`config.mk`:
```
export PLATFORM = sky130hd
export DESIGN_NAME = regfile_sb_flat
export DESIGN_NICKNAME = d
export VERILOG_FILES = /design/src/rtl/regfile_sb_pkg.sv /design/src/rtl/regfile_sb_if.sv /design/src/rtl/regfile_sb_port.sv /design/src/rtl/regfile_sb.sv /design/src/flat_wrapper.sv
export SDC_FILE = /design/constraint.sdc
export NUM_CORES = 2
export LEC_CHECK = 0
export CORE_ASPECT_RATIO = 0.8
export CORE_MARGIN = 4
export CORE_UTILIZATION = 57
export CTS_CLUSTER_DIAMETER = 50
export CTS_CLUSTER_SIZE = 14
export DETAILED_ROUTE_END_ITERATION = 16
export PLACE_DENSITY_LB_ADDON = 0.05
export SYNTH_ARGS = -nofsm -noshare
export SYNTH_HDL_FRONTEND = slang
export SYNTH_SLANG_ARGS = --single-unit
export TNS_END_PERCENT = 30
```
`constraint.sdc`:
```
create_clock -name i_clk -period 4.77 [get_ports i_clk]
set_clock_uncertainty 0.2 [all_clocks]
set_input_delay 0.954 -clock i_clk [delete_from_list [all_inputs] [get_ports i_clk]]
set_output_delay 0.954 -clock i_clk [all_outputs]
set_load 0.02 [all_outputs]
```
`src/rtl/regfile_sb_pkg.sv`:
```
// Shared types and defaults for the scoreboarded register file.
// Default geometry is 32 x 32-bit; register 0 reads as zero.
package regfile_sb_pkg;

    localparam int DEF_WIDTH = 32;
    localparam int DEF_AW    = 5;

    typedef logic [DEF_AW-1:0]    regaddr_t;
    typedef logic [DEF_WIDTH-1:0] word_t;

    localparam regaddr_t REG_ZERO = '0;

    // Register 0 never holds state, so it is never busy.
    function automatic logic is_real_reg(input regaddr_t addr);
        return addr != REG_ZERO;
    endfunction

endpackage

```
`src/rtl/regfile_sb_if.sv`:
```
// Decode/writeback bus of the register file: two read ports, writeback, issue, stall.
// The master is the core pipeline, the slave is the register file.
interface regfile_sb_if #(
    parameter int WIDTH = 32,
    parameter int AW    = 5
);
    logic             i_re_a;
    logic [AW-1:0]    i_raddr_a;
    logic [WIDTH-1:0] o_rdata_a;
    logic             o_rvalid_a;
    logic             o_hazard_a;

    logic             i_re_b;
    logic [AW-1:0]    i_raddr_b;
    logic [WIDTH-1:0] o_rdata_b;
    logic             o_rvalid_b;
    logic             o_hazard_b;

    logic             i_we;
    logic [AW-1:0]    i_waddr;
    logic [WIDTH-1:0] i_wdata;

    logic             i_issue;
    logic [AW-1:0]    i_issue_addr;

    logic             o_stall;

    modport master (
        output i_re_a, i_raddr_a, i_re_b, i_raddr_b,
        output i_we, i_waddr, i_wdata, i_issue, i_issue_addr,
        input  o_rdata_a, o_rvalid_a, o_hazard_a,
        input  o_rdata_b, o_rvalid_b, o_hazard_b, o_stall
    );

    modport slave (
        input  i_re_a, i_raddr_a, i_re_b, i_raddr_b,
        input  i_we, i_waddr, i_wdata, i_issue, i_issue_addr,
        output o_rdata_a, o_rvalid_a, o_hazard_a,
        output o_rdata_b, o_rvalid_b, o_hazard_b, o_stall
    );
endinterface

```
`src/rtl/regfile_sb_port.sv`:
```
// One read port: hazard detection, write-first bypass and the output register.
// rdata holds its last value when no read is accepted; rvalid is a one-cycle pulse.
module regfile_sb_port #(
    parameter int WIDTH = 32,
    parameter int AW    = 5
) (
    input  logic             clk,
    input  logic             rst,
    input  logic             re,
    input  logic [AW-1:0]    raddr,
    input  logic             we,
    input  logic [AW-1:0]    waddr,
    input  logic [WIDTH-1:0] wdata,
    input  logic             busy_hit,
    input  logic [WIDTH-1:0] stored,
    output logic [WIDTH-1:0] rdata,
    output logic             rvalid,
    output logic             hazard
);

    logic             is_zero;
    logic             write_hit;
    logic             accept;
    logic [WIDTH-1:0] next_data;

    assign is_zero   = (raddr == '0);
    // A writeback to the same register this cycle satisfies the pending producer.
    assign write_hit = we && (waddr == raddr) && !is_zero;
    assign hazard    = busy_hit && !write_hit && !is_zero;
    assign accept    = re && !hazard;

    always_comb begin
        next_data = stored;
        if (is_zero) begin
            next_data = '0;
        end else if (write_hit) begin
            next_data = wdata;
        end
    end

    // NOTE: sequential state uses non-blocking assignments so every flop samples pre-edge values.
    always_ff @(posedge clk) begin
        if (!rst) begin
            rvalid <= 1'b0;
            rdata  <= '0;
        end else begin
            rvalid <= accept;
            if (accept) begin
                rdata <= next_data;
            end
        end
    end

endmodule

```
`src/rtl/regfile_sb.sv`:
```
// Two-read/one-write register file with a per-register pending-write scoreboard.
// Storage and the busy vector live here; each read port is a regfile_sb_port.
module regfile_sb
    import regfile_sb_pkg::*;
#(
    parameter int               WIDTH = DEF_WIDTH,
    parameter int               AW    = DEF_AW,
    parameter logic [WIDTH-1:0] INIT  = '0
) (
    input  logic        i_clk,
    input  logic        i_rst,
    regfile_sb_if.slave bus
);

    localparam int NREG = 1 << AW;

    logic [WIDTH-1:0] regs [NREG-1:1];
    logic [NREG-1:0]  busy;
    logic [NREG-1:0]  busy_next;

    logic             wr_real;
    logic             issue_real;
    logic [WIDTH-1:0] stored_a;
    logic [WIDTH-1:0] stored_b;

    assign wr_real    = bus.i_we && (bus.i_waddr != '0);
    assign issue_real = bus.i_issue && (bus.i_issue_addr != '0);

    // NOTE: the storage array is reset on purpose -- every register must read INIT after reset.
    always_ff @(posedge i_clk) begin
        if (!i_rst) begin
            for (int i = 1; i < NREG; i++) begin
                regs[i] <= INIT;
            end
        end else if (wr_real) begin
            regs[bus.i_waddr] <= bus.i_wdata;
        end
    end

    // NOTE: a default assignment first keeps every always_comb path defined, so no latch is inferred.
    always_comb begin
        busy_next = busy;
        if (wr_real) begin
            busy_next[bus.i_waddr] = 1'b0;
        end
        // Issue applied after writeback: a new producer wins over a retiring one.
        if (issue_real) begin
            busy_next[bus.i_issue_addr] = 1'b1;
        end
        busy_next[0] = 1'b0;
    end

    always_ff @(posedge i_clk) begin
        if (!i_rst) begin
            busy <= '0;
        end else begin
            busy <= busy_next;
        end
    end

    always_comb begin
        stored_a = '0;
        stored_b = '0;
        if (bus.i_raddr_a != '0) begin
            stored_a = regs[bus.i_raddr_a];
        end
        if (bus.i_raddr_b != '0) begin
            stored_b = regs[bus.i_raddr_b];
        end
    end

    regfile_sb_port #(.WIDTH(WIDTH), .AW(AW)) u_port_a (
        .clk      (i_clk),
        .rst      (i_rst),
        .re       (bus.i_re_a),
        .raddr    (bus.i_raddr_a),
        .we       (bus.i_we),
        .waddr    (bus.i_waddr),
        .wdata    (bus.i_wdata),
        .busy_hit (busy[bus.i_raddr_a]),
        .stored   (stored_a),
        .rdata    (bus.o_rdata_a),
        .rvalid   (bus.o_rvalid_a),
        .hazard   (bus.o_hazard_a)
    );

    regfile_sb_port #(.WIDTH(WIDTH), .AW(AW)) u_port_b (
        .clk      (i_clk),
        .rst      (i_rst),
        .re       (bus.i_re_b),
        .raddr    (bus.i_raddr_b),
        .we       (bus.i_we),
        .waddr    (bus.i_waddr),
        .wdata    (bus.i_wdata),
        .busy_hit (busy[bus.i_raddr_b]),
        .stored   (stored_b),
        .rdata    (bus.o_rdata_b),
        .rvalid   (bus.o_rvalid_b),
        .hazard   (bus.o_hazard_b)
    );

    assign bus.o_stall = (bus.o_hazard_a && bus.i_re_a) || (bus.o_hazard_b && bus.i_re_b);

endmodule

```
`src/flat_wrapper.sv`:
```
// flat-port wrapper written by rule: the top's interface ports become plain ports
module regfile_sb_flat import regfile_sb_pkg::*;
#(
    parameter int               WIDTH = DEF_WIDTH,
    parameter int               AW    = DEF_AW,
    parameter logic [WIDTH-1:0] INIT  = '0
)
  (i_clk, i_rst, bus_i_re_a, bus_i_raddr_a, bus_i_re_b, bus_i_raddr_b, bus_i_we, bus_i_waddr, bus_i_wdata, bus_i_issue, bus_i_issue_addr, bus_o_rdata_a, bus_o_rvalid_a, bus_o_hazard_a, bus_o_rdata_b, bus_o_rvalid_b, bus_o_hazard_b, bus_o_stall);
  regfile_sb_if #(.WIDTH(WIDTH), .AW(AW)) bus_i ();
  input  logic i_clk;
  input  logic i_rst;
  input wire logic [$bits(bus_i.i_re_a)-1:0] bus_i_re_a;
  input wire logic [$bits(bus_i.i_raddr_a)-1:0] bus_i_raddr_a;
  input wire logic [$bits(bus_i.i_re_b)-1:0] bus_i_re_b;
  input wire logic [$bits(bus_i.i_raddr_b)-1:0] bus_i_raddr_b;
  input wire logic [$bits(bus_i.i_we)-1:0] bus_i_we;
  input wire logic [$bits(bus_i.i_waddr)-1:0] bus_i_waddr;
  input wire logic [$bits(bus_i.i_wdata)-1:0] bus_i_wdata;
  input wire logic [$bits(bus_i.i_issue)-1:0] bus_i_issue;
  input wire logic [$bits(bus_i.i_issue_addr)-1:0] bus_i_issue_addr;
  output wire logic [$bits(bus_i.o_rdata_a)-1:0] bus_o_rdata_a;
  output wire logic [$bits(bus_i.o_rvalid_a)-1:0] bus_o_rvalid_a;
  output wire logic [$bits(bus_i.o_hazard_a)-1:0] bus_o_hazard_a;
  output wire logic [$bits(bus_i.o_rdata_b)-1:0] bus_o_rdata_b;
  output wire logic [$bits(bus_i.o_rvalid_b)-1:0] bus_o_rvalid_b;
  output wire logic [$bits(bus_i.o_hazard_b)-1:0] bus_o_hazard_b;
  output wire logic [$bits(bus_i.o_stall)-1:0] bus_o_stall;
  assign bus_i.i_re_a = bus_i_re_a;
  assign bus_i.i_raddr_a = bus_i_raddr_a;
  assign bus_i.i_re_b = bus_i_re_b;
  assign bus_i.i_raddr_b = bus_i_raddr_b;
  assign bus_i.i_we = bus_i_we;
  assign bus_i.i_waddr = bus_i_waddr;
  assign bus_i.i_wdata = bus_i_wdata;
  assign bus_i.i_issue = bus_i_issue;
  assign bus_i.i_issue_addr = bus_i_issue_addr;
  assign bus_o_rdata_a = bus_i.o_rdata_a;
  assign bus_o_rvalid_a = bus_i.o_rvalid_a;
  assign bus_o_hazard_a = bus_i.o_hazard_a;
  assign bus_o_rdata_b = bus_i.o_rdata_b;
  assign bus_o_rvalid_b = bus_i.o_rvalid_b;
  assign bus_o_hazard_b = bus_i.o_hazard_b;
  assign bus_o_stall = bus_i.o_stall;
  regfile_sb #(.WIDTH(WIDTH), .AW(AW), .INIT(INIT)) u_core (.i_clk(i_clk), .i_rst(i_rst), .bus(bus_i));
endmodule
```
==> impl_metrics.csv <==
group,metric,value,unit
run_status,outcome,"complete, no violations",
power,p_comb_frac,0.138,
placement,dpl.cell_count,5414,
critical_path,cp-start-kind,"primary input",
hold_path,hold_path.class,"flop to flop",
logic_synthesis,yosysUniqueCellTypes,66,
grt,grtUsageTotal,0.4113,
cells_and_area,stdcell_count,5625,
sta,setup_viol,0,
logic_synthesis,synthCells,4117,
critical_path,cp_max_fo,3,
power,power.share.switching,0.2660,
logic_synthesis,synth-edff-count,1024,
critical_path,r2r_slack,1.81,ns
cells_and_area,fill_cells,7312,
logic_synthesis,synthesis.area,58770,um2
placement,port_buffers,126,
placement,place_area,62840,um2
power,p_int,0.01753,W
sta,finalCriticalPeriod,4.649,ns
die,dieArea,108300,um2
die,num_rows,105,
logic_synthesis,ys_seq_area_frac,0.5563,
sta,min_period_over_period,0.9747,
grt,grt_max_degree,110,
power,ir_drop,0.2851,mV
placement,dp_hpwl,132700,um
die,die_h,295.2,um
routing,via_count,40992,
placement,gp_congestion,0.9891,
cells_and_area,drive_gt1_frac,0.2334,
clock_network,cts_buffer_depth,3,
power,p_leak,22.83,nW
logic_synthesis,yosysWarningCount,0,
clock_network,insertion_delay,0.74,ns
clock_network,cts_setup_buffers,0,
clock_network,clk_pin_slew_worst_paths,0.07,ns
routing,ant_nets,0,
routing,routed_wl,223100,um
sta,rsz0062_at_grt,"no",
power,power.total,0.02388,W
grt,grt_pass1_vias,39267,
sta,relSlewSlack,0.06531,
clock_network,cts_resized,1,
power,power_switching,0.006353,W
die,initial_core_util,0.5735,
cells_and_area,syn2layout_area_growth,13.14,%
logic_synthesis,ys.flop_type,"edfxtp_1",
die,num_io_pins,127,
routing,wl_per_cell,39.66,um
clock_network,cts_tree,"built",
sta,timing.final.ws_setup,0.1206,ns
cells_and_area,num-nets-final,4246,
critical_path,critical_path_class,"primary input to output port",
placement,place_ws,-0.06415,ns
cells_and_area,fin_area,66490,um2
grt,overflow,0,
job,drv_cap,0,
routing,viasPerCell,7.287,
routing,dr.pass1.iters,6,
sta,worst_pin_slew,1.398,ns
cells_and_area,multi_input_area,24730,um2
routing,drt_first_iter_violations,7293,
critical_path,endpoint_kind,"output port",
grt,antenna_found_initial,24,
power,clkPwrFrac,0.375,
clock_network,ctsRootBufferMaster,"clkbuf_16",
clock_network,h-tree-depth,3,
critical_path,cp.arrival,3.50,ns
logic_synthesis,synth_top_area_share,0.5232,
sta,drv_slew,0,
logic_synthesis,syn_area_per_cell,14.27,um2
die,die_w,367,um
power,sequentialPowerShare,0.487,
sta,fmax,215.1,MHz
grt,grt_pass1_wl,309900,um
power,p_per_area,359.2,nW/um2
clock_network,post_cts_hold_buffer_count,0,
logic_synthesis,ys_ff_latch,1121,
logic_synthesis,synth_top_area_cell,"edfxtp_1",
routing,remaining_drc_errors,0,
clock_network,cts_sinks,1121,
logic_synthesis,ys_async_sr_fraction,0,
critical_path,critPathRequiredTime,3.62,ns
clock_network,cts_buffers,109,
logic_synthesis,synth.top_cells.by_area,"edfxtp_1, mux4_2, and2_1, dfxtp_1, mux2i_1",
die,core_area,102500,um2
cells_and_area,ff_latch_area,32690,um2
sta,hold_viol_final,0,
[cell type report]
cell class                      count  share of cell area
Multi-Input combinational cell   2558              0.3719
Timing Repair Buffer              362             0.05436
Clock inverter                     63             0.01022
Inverter                           36            0.002032
Antenna cell                       12           0.0004516
Tap cell                         1337             0.02516
Sequential cell                  1121              0.4916
Clock buffer                      136             0.04426
[layer usage]
layer	vias to the layer above	track usage	wire length, um
met5	-	0.004274	114
met4	8	0.1851	12260
met3	719	0.1763	37360
met2	3586	0.5946	95410
met1	20695	0.5462	77940
li1	15984	-	-
[sequential cells by signal, indices dropped and copies added, names as in the netlist]
name / count
u_core.busy: 31
u_core.u_port_b.rvalid: 1
u_core.regs: 1024
u_core.u_port_a.rdata: 32
u_core.u_port_a.rvalid: 1
u_core.u_port_b.rdata: 32
[cells in the mapped netlist, types with 22 or more instances]
library cell	instances
buf_4	22
o22ai_1	109
clkbuf_1	314
a22oi_1	51
nor2_1	72
nor3_1	82
inv_1	34
mux4_2	480
buf_2	66
nand2_1	148
a221oi_1	39
mux2i_1	182
edfxtp_1	1024
o21ai_0	97
a21oi_1	60
nand3_1	29
and2_1	944
a32oi_1	26
dfxtp_1	97
[power groups by stage]
stage	clock network (W)	logic (W)	registers [W]
floorplan	0	0.00177	0.0118
global placement	0	0.00316	0.0118
detailed placement	0	0.00317	0.0118
CTS	0.00894	0.00318	0.0116
global route	0.00940	0.00335	0.0117
finish	0.00897	0.00330	0.0116
[cell usage in the layout (no fill, tap or decap), types with 46 or more instances in the layout]
| cell type | n |
|---|---|
| mux2i_1 | 182 |
| clkdlybuf4s50_1 | 116 |
| nor3_1 | 82 |
| buf_4 | 193 |
| a22oi_1 | 51 |
| o21ai_0 | 66 |
| clkbuf_16 | 112 |
| a21oi_1 | 58 |
| nand2_1 | 148 |
| edfxtp_1 | 1024 |
| o22ai_1 | 109 |
| mux4_2 | 480 |
| and2_1 | 944 |
| buf_12 | 46 |
| dfxtp_1 | 97 |
[logic make-up (layout without fill, tap and decap cells)]
| logic type | Yosys count | count (layout) | share of synthesized area |
|---|---|---|---|
| AO/OA/AOI/OAI | 490 | 490 | 0.05621 |
| XOR/XNOR | 10 | 10 | 0.001490 |
| buffers and inverters | 469 | 597 | 0.03502 |
| flip-flops | 1121 | 1121 | 0.5563 |
| multiplexers | 677 | 677 | 0.2178 |
| other | 1 | 44 | 0.00006381 |
| AND/OR/NAND/NOR | 1349 | 1349 | 0.1331 |
[critical path: stages]
cell and delay (ns):
clkdlybuf4s50_1 0.44, xor2_1 0.18, nor4_1 0.49, nand2_1 0.18, and4_1 0.24, or2_2 0.30, a22o_1 0.18, clkdlybuf4s50_1 0.53
[worst paths after layout]
kind,cells past startpoint,start,endpoint
max,8,bus_i_waddr[1],bus_o_stall
min,2,u_core.u_port_b.rdata[0],u_core.u_port_b.rdata[0]
min reg2reg,2,u_core.u_port_b.rdata[0],u_core.u_port_b.rdata[0]
max reg2reg,8,u_core.busy[31],u_core.u_port_a.rdata[19]
[per-stage QoR]
step	setup TNS [ns]	util	hold slack, ns
2_1_floorplan	-36.96	-	0.2537
6_report	0	0.6489	0.2582
5_1_grt	0	0.6487	0.2807
3_3_place_gp	-0.02264	0.6133	0.2436
4_1_cts	0	0.6486	0.2623
3_5_place_dp	-0.06415	0.6133	0.2499
Power figures use the tool's default switching activity.
